File: src/rtl/serial_word_tx_pkg.sv
// Shared types and line levels for the serial word transmitter.
package serial_word_tx_pkg;

  // Frame sequencer states.
  typedef enum logic [2:0] {
    StIdle   = 3'd0,
    StStart  = 3'd1,
    StData   = 3'd2,
    StParity = 3'd3,
    StStop   = 3'd4
  } tx_state_e;

  // Line levels for the framing bits.
  localparam logic IDLE_LEVEL  = 1'b1;
  localparam logic START_LEVEL = 1'b0;
  localparam logic STOP_LEVEL  = 1'b1;

  // Counter width able to hold 0..n-1; never narrower than one bit.
  function automatic int unsigned cnt_width(input int unsigned n);
    return (n > 1) ? $clog2(n) : 1;
  endfunction

endpackage

File: src/rtl/serial_word_tx_bit_rate_divider.sv
// Bit-period divider: counts 0..Div-1 while enabled and flags the last cycle of each bit.
module serial_word_tx_bit_rate_divider
  import serial_word_tx_pkg::*;
#(
  parameter int unsigned Div = 4
) (
  input  logic clk_i,
  input  logic rst_ni,
  input  logic clear_i,
  input  logic en_i,
  output logic tick_o
);

  localparam int unsigned     CntW   = cnt_width(Div);
  localparam logic [CntW-1:0] CntMax = CntW'(Div - 1);

  logic [CntW-1:0] cnt_q, cnt_d;

  // Next count: clear wins, otherwise wrap at CntMax while enabled.
  always_comb begin
    cnt_d = cnt_q;
    if (clear_i) begin
      cnt_d = '0;
    end else if (en_i) begin
      cnt_d = (cnt_q == CntMax) ? '0 : cnt_q + 1'b1;
    end
  end

  // Counter register.
  always_ff @(posedge clk_i or negedge rst_ni) begin
    if (!rst_ni) begin
      cnt_q <= '0;
    end else begin
      cnt_q <= cnt_d;
    end
  end

  // The edge ending this cycle is a bit boundary.
  assign tick_o = en_i && !clear_i && (cnt_q == CntMax);

endmodule

File: src/rtl/serial_word_tx.sv
// Serial word transmitter: start bit, LSB-first data, optional even parity, stop bit.
module serial_word_tx
  import serial_word_tx_pkg::*;
#(
  parameter int unsigned WIDTH     = 8,
  parameter int unsigned DIV       = 4,
  parameter bit          PARITY_EN = 1'b1
) (
  input  logic             CLK,
  input  logic             RSTn,
  input  logic [WIDTH-1:0] DATA,
  input  logic             LOAD,
  output logic             READY,
  output logic             SDO,
  output logic             SDOn,
  output logic             BUSY,
  output logic             DONE
);

  localparam int unsigned    BcW   = cnt_width(WIDTH);
  localparam logic [BcW-1:0] BcMax = BcW'(WIDTH - 1);

  tx_state_e        state_q, state_d;
  logic [WIDTH-1:0] shift_q, shift_d;
  logic [WIDTH-1:0] shift_nxt;
  logic [BcW-1:0]   bit_cnt_q, bit_cnt_d;
  logic             parity_q, parity_d;
  logic             sdo_q, sdo_d;
  logic             sdon_q;
  logic             ready_q, ready_d;
  logic             busy_q, busy_d;
  logic             done_q, done_d;
  logic             accept;
  logic             bit_tick;

  assign accept    = (state_q == StIdle) && LOAD;
  assign shift_nxt = shift_q >> 1;

  serial_word_tx_bit_rate_divider #(
    .Div (DIV)
  ) u_bit_rate_divider (
    .clk_i   (CLK),
    .rst_ni  (RSTn),
    .clear_i (accept),
    .en_i    (state_q != StIdle),
    .tick_o  (bit_tick)
  );

  // Frame sequencing and next values of every registered output.
  always_comb begin
    state_d   = state_q;
    shift_d   = shift_q;
    bit_cnt_d = bit_cnt_q;
    parity_d  = parity_q;
    sdo_d     = sdo_q;
    ready_d   = ready_q;
    busy_d    = busy_q;
    done_d    = 1'b0;
    case (state_q)
      StIdle: begin
        sdo_d   = IDLE_LEVEL;
        ready_d = 1'b1;
        busy_d  = 1'b0;
        if (LOAD) begin
          shift_d   = DATA;
          parity_d  = ^DATA;
          bit_cnt_d = '0;
          state_d   = StStart;
          sdo_d     = START_LEVEL;
          ready_d   = 1'b0;
          busy_d    = 1'b1;
        end
      end
      StStart: begin
        if (bit_tick) begin
          state_d   = StData;
          sdo_d     = shift_q[0];
          bit_cnt_d = '0;
        end
      end
      StData: begin
        if (bit_tick) begin
          shift_d = shift_nxt;
          if (bit_cnt_q == BcMax) begin
            if (PARITY_EN) begin
              state_d = StParity;
              sdo_d   = parity_q;
            end else begin
              state_d = StStop;
              sdo_d   = STOP_LEVEL;
            end
          end else begin
            bit_cnt_d = bit_cnt_q + 1'b1;
            sdo_d     = shift_nxt[0];
          end
        end
      end
      StParity: begin
        if (bit_tick) begin
          state_d = StStop;
          sdo_d   = STOP_LEVEL;
        end
      end
      StStop: begin
        if (bit_tick) begin
          state_d = StIdle;
          sdo_d   = IDLE_LEVEL;
          ready_d = 1'b1;
          busy_d  = 1'b0;
          done_d  = 1'b1;
        end
      end
      default: begin
        state_d = StIdle;
        sdo_d   = IDLE_LEVEL;
        ready_d = 1'b1;
        busy_d  = 1'b0;
      end
    endcase
  end

  // State and output registers; SDOn is taken from the same next value as SDO.
  always_ff @(posedge CLK or negedge RSTn) begin
    if (!RSTn) begin
      state_q   <= StIdle;
      shift_q   <= '0;
      bit_cnt_q <= '0;
      parity_q  <= 1'b0;
      sdo_q     <= IDLE_LEVEL;
      sdon_q    <= ~IDLE_LEVEL;
      ready_q   <= 1'b1;
      busy_q    <= 1'b0;
      done_q    <= 1'b0;
    end else begin
      state_q   <= state_d;
      shift_q   <= shift_d;
      bit_cnt_q <= bit_cnt_d;
      parity_q  <= parity_d;
      sdo_q     <= sdo_d;
      sdon_q    <= ~sdo_d;
      ready_q   <= ready_d;
      busy_q    <= busy_d;
      done_q    <= done_d;
    end
  end

  assign READY = ready_q;
  assign SDO   = sdo_q;
  assign SDOn  = sdon_q;
  assign BUSY  = busy_q;
  assign DONE  = done_q;

endmodule

File: config.mk
export PLATFORM = sky130hd
export DESIGN_NAME = serial_word_tx
export DESIGN_NICKNAME = d
export VERILOG_FILES = /design/src/rtl/serial_word_tx_pkg.sv /design/src/rtl/serial_word_tx_bit_rate_divider.sv /design/src/rtl/serial_word_tx.sv
export SDC_FILE = /design/constraint.sdc
export NUM_CORES = 1
export LEC_CHECK = 0
export ABC_AREA = 1
export CAP_MARGIN = 0
export CELL_PAD_IN_SITES_DETAIL_PLACEMENT = 1
export CELL_PAD_IN_SITES_GLOBAL_PLACEMENT = 1
export CORE_ASPECT_RATIO = 0.75
export CORE_UTILIZATION = 36
export CTS_BUF_LIST = sky130_fd_sc_hd__clkbuf_16
export CTS_CLUSTER_DIAMETER = 120
export CTS_CLUSTER_SIZE = 8
export DETAILED_ROUTE_END_ITERATION = 7
export GPL_TIMING_DRIVEN = 0
export PLACE_DENSITY = 0.76
export SLEW_MARGIN = 5
export SYNTH_ARGS = -nofsm -noshare
export SYNTH_HDL_FRONTEND = slang
export SYNTH_SLANG_ARGS = --single-unit
File: constraint.sdc
create_clock -name CLK -period 1.35 [get_ports CLK]
set_clock_uncertainty 0.05 [all_clocks]
set_input_delay 0.135 -clock CLK [delete_from_list [all_inputs] [get_ports CLK]]
set_output_delay 0.135 -clock CLK [all_outputs]
set_load 0.02 [all_outputs]
==> reports/qor.yml <==
outcome:
  outcome: "complete, but fails checks"
  violations: "negative setup slack"
final_layout:
  n_fill_cell: 445
  diodes: 0
  ff_latch_area_um2: 554
  post-route-util_pct: 61.6
  postLayoutCellArea_um2: 2290
  drive_above_1_share_pct: 47.0
  nets: 262
  layout_commonest_cell: "nand2_1"
  multi_input_area_um2: 947
  final_cells: 299
  syn_to_final_growth_pct: 62.1
  layout_common_cells: "nand2_1, buf_4, inv_1"
die:
  start_util_pct: 38.0
  core_area_um2: 3710
  io_pins: 16
  die_w_um: 74.3
  dieArea_um2: 4170
  rows: 19
  fp.dieH_um: 56.2
pwr:
  finalPower_w: 0.00658
  p_per_area_nw_per_um2: 2880
  p_leak_nw: 1.18
  peakVddDrop_mv: 1.16
clock_network:
  cts-root-buf: "clkbuf_16"
  cts_made_buffers: 3
  clk_pin_slew_ns: 0.07
  htree_levels: 1
  clock_path_buffers: 2
  cts_tree: "done"
  hold_buffers: 0
  clock_latency_ns: 0.27
  clock-sinks: 22
synth:
  synth_nets: 209
  synthCells: 195
  synth_cell_types: 25
  ys_ff_latch: 22
  synthAdderAreaFrac_pct: 2.66
  yosys.area.top_type: "dfrtp_1"
  synth-xor-area-share_pct: 1.24
  synth.area.top_cells: "dfrtp_1, nand2_1, inv_1"
  yosysWarningCount: 0
  synth_seq_area_share_pct: 39.2
  synth_top_family_by_area: "simple AND/OR/NAND/NOR gates"
  synth_area_um2: 1410
  synth_mux_area_share_pct: 0
  synth-compound-area-share_pct: 11.3
  synth_area_per_cell_um2: 7.23
  yosys.area_share.simple_pct: 34.4
  synth.top_cell.area_share_pct: 35.5
timing:
  worst_slew_pin_slew_ns: 1.08
  finalSetupViolCount: 19
  rsz0062_at_grt: "true"
  fin_crit_sh_pct: 116
  max_freq_ghz: 0.640
  slew_headroom_pct: 27.6
  fin_crit_ns: 1.56
  finalSetupTns_ns: -1.90
  hold_violations: 0
  setup_ws_ns: -0.212
  slew_violations: 0
placed_design:
  post-place-cells: 262
  io_buffers: 15
  place_congestion: 0.807
  placed_area_um2: 1640
  hpwl_um: 2820
setup_path:
  cp-start-kind: "register"
  critPathCaptureType: "register"
  crit_type: "reg2reg"
  cp.arrival_ns: 1.67
  worstPathRequired_ns: 1.46
  startpoint: "state_q[1]$_DFFE_PN0P_"
  rr_startpoint: "state_q[1]$_DFFE_PN0P_"
  worstPathMaxFanout: 5
drt:
  postRouteAntennaNets: 0
  viasPerCell: 5.32
  drc: 0
  wl_per_cell_um: 20.1
  via_count: 1591
  first_pass_iters: 4
  routed_wl_um: 6010
  initialDrtViolationCount: 90
min_path:
  hold_class: "in2async"
global_route:
  grt_pass1_vias: 1611
  antenna_found_initial: 0
  grt_pass1_wl_um: 8140
  grt_use_total_pct: 26.8
  grt-ovfl-total: 0
  grt_max_degree: 23
run:
  maxCapViolations: 0
-- path summary, 6_finish.rpt --
check                                               to  slack (ns)  depth (start not counted)
min in group CLK                     READY$_DFFE_PN1P_        0.47                          2
worst min-delay path            state_q[0]$_DFFE_PN0P_        0.01                          1
max in group asynchronous       state_q[2]$_DFFE_PN0P_        0.51                          1
worst max register to register          SDOn$_DFF_PN0_       -0.21                         10
worst min register to register       READY$_DFFE_PN1P_        0.47                          2
worst max-delay path                    SDOn$_DFF_PN0_       -0.21                         10
-- cell usage after synthesis --
cell and number:
buf_2 1, nand3b_1 1, nand3_2 2, buf_6 2
xnor2_1 2, nor2_4 1, inv_4 1, inv_2 3
nand2_4 1, dfrtp_1 20, nand3_1 9, o21ai_0 14
or2_1 1, nand2_2 5, ha_1 3, o21ai_1 6
inv_1 26, nor2_1 11, nand4_1 1, buf_4 2
dfstp_2 2, nand2_1 72, o21ai_2 6, nand3_4 2
a31oi_1 1
-- worst max-delay path: stages, from the launching register on --
cell and delay (ns):
dfrtp_1 0.39, buf_6 0.15, buf_4 0.15, nor2_4 0.12, nand2_2 0.08, nand2_2 0.10
inv_2 0.06, nand2_1 0.09, nand2_1 0.10, nand2_1 0.10, nor2_1 0.05
-- stage by stage --
step           hold WS [ns]  setup WS (ns)
6_report             0.0146         -0.212
5_1_grt              0.0851         -0.257
4_1_cts               0.423        -0.0642
3_5_place_dp          0.432         -0.197
3_3_place_gp          0.425         -0.151
2_1_floorplan        -0.211       0.000159
-- layout make-up --
cell class / count / share of cell area (%)
buffer: 5 / 3.01
clock buffer: 3 / 3.28
clock inverter: 1 / 0.164
inverter: 30 / 5.69
multi-input combinational: 138 / 41.4
sequential: 22 / 24.2
tap: 52 / 2.85
timing repair buffer: 48 / 19.3
-- metal layers --
metal / vias to the layer above / routed length, um / track usage, %
li1: 714 / - / -
met1: 798 / 2550 / 33.6
met2: 58 / 2990 / 46.2
met3: 21 / 278 / 4.35
met4: 0 / 193 / 8.89
met5: - / 0 / 0
-- flip-flops by register name, indices dropped and copies added (netlist names) --
register / flops
DONE: 1
SDO: 1
bit_cnt_q: 3
u_bit_rate_divider.cnt_q: 2
state_q: 3
SDOn: 1
BUSY: 1
shift_q: 8
parity_q: 1
READY: 1
-- repair_timing --
item / CTS / global route
setup endpoints to repair: 23 / 24
cloned: 1 / 0
buffers inserted: 25 / 7
pin swaps: 20 / 26
resized for setup: 63 / 43
-- report_power, final --
| group | internal, W | switching [W] |
|---|---|---|
| Clock | 0.000397 | 0.000273 |
| Combinational | 0.00203 | 0.00268 |
| Sequential | 0.000981 | 0.000207 |
-- cells by family (layout without fill, tap and decap cells) --
family          count (synthesis)  count (layout)
flops                          22              22
compound gates                 27              27
simple gates                  106             106
buf+inv                        35              87
xor+xnor                        2               2
fa+ha+maj                       3               3
(Power assumes the default switching activity.)
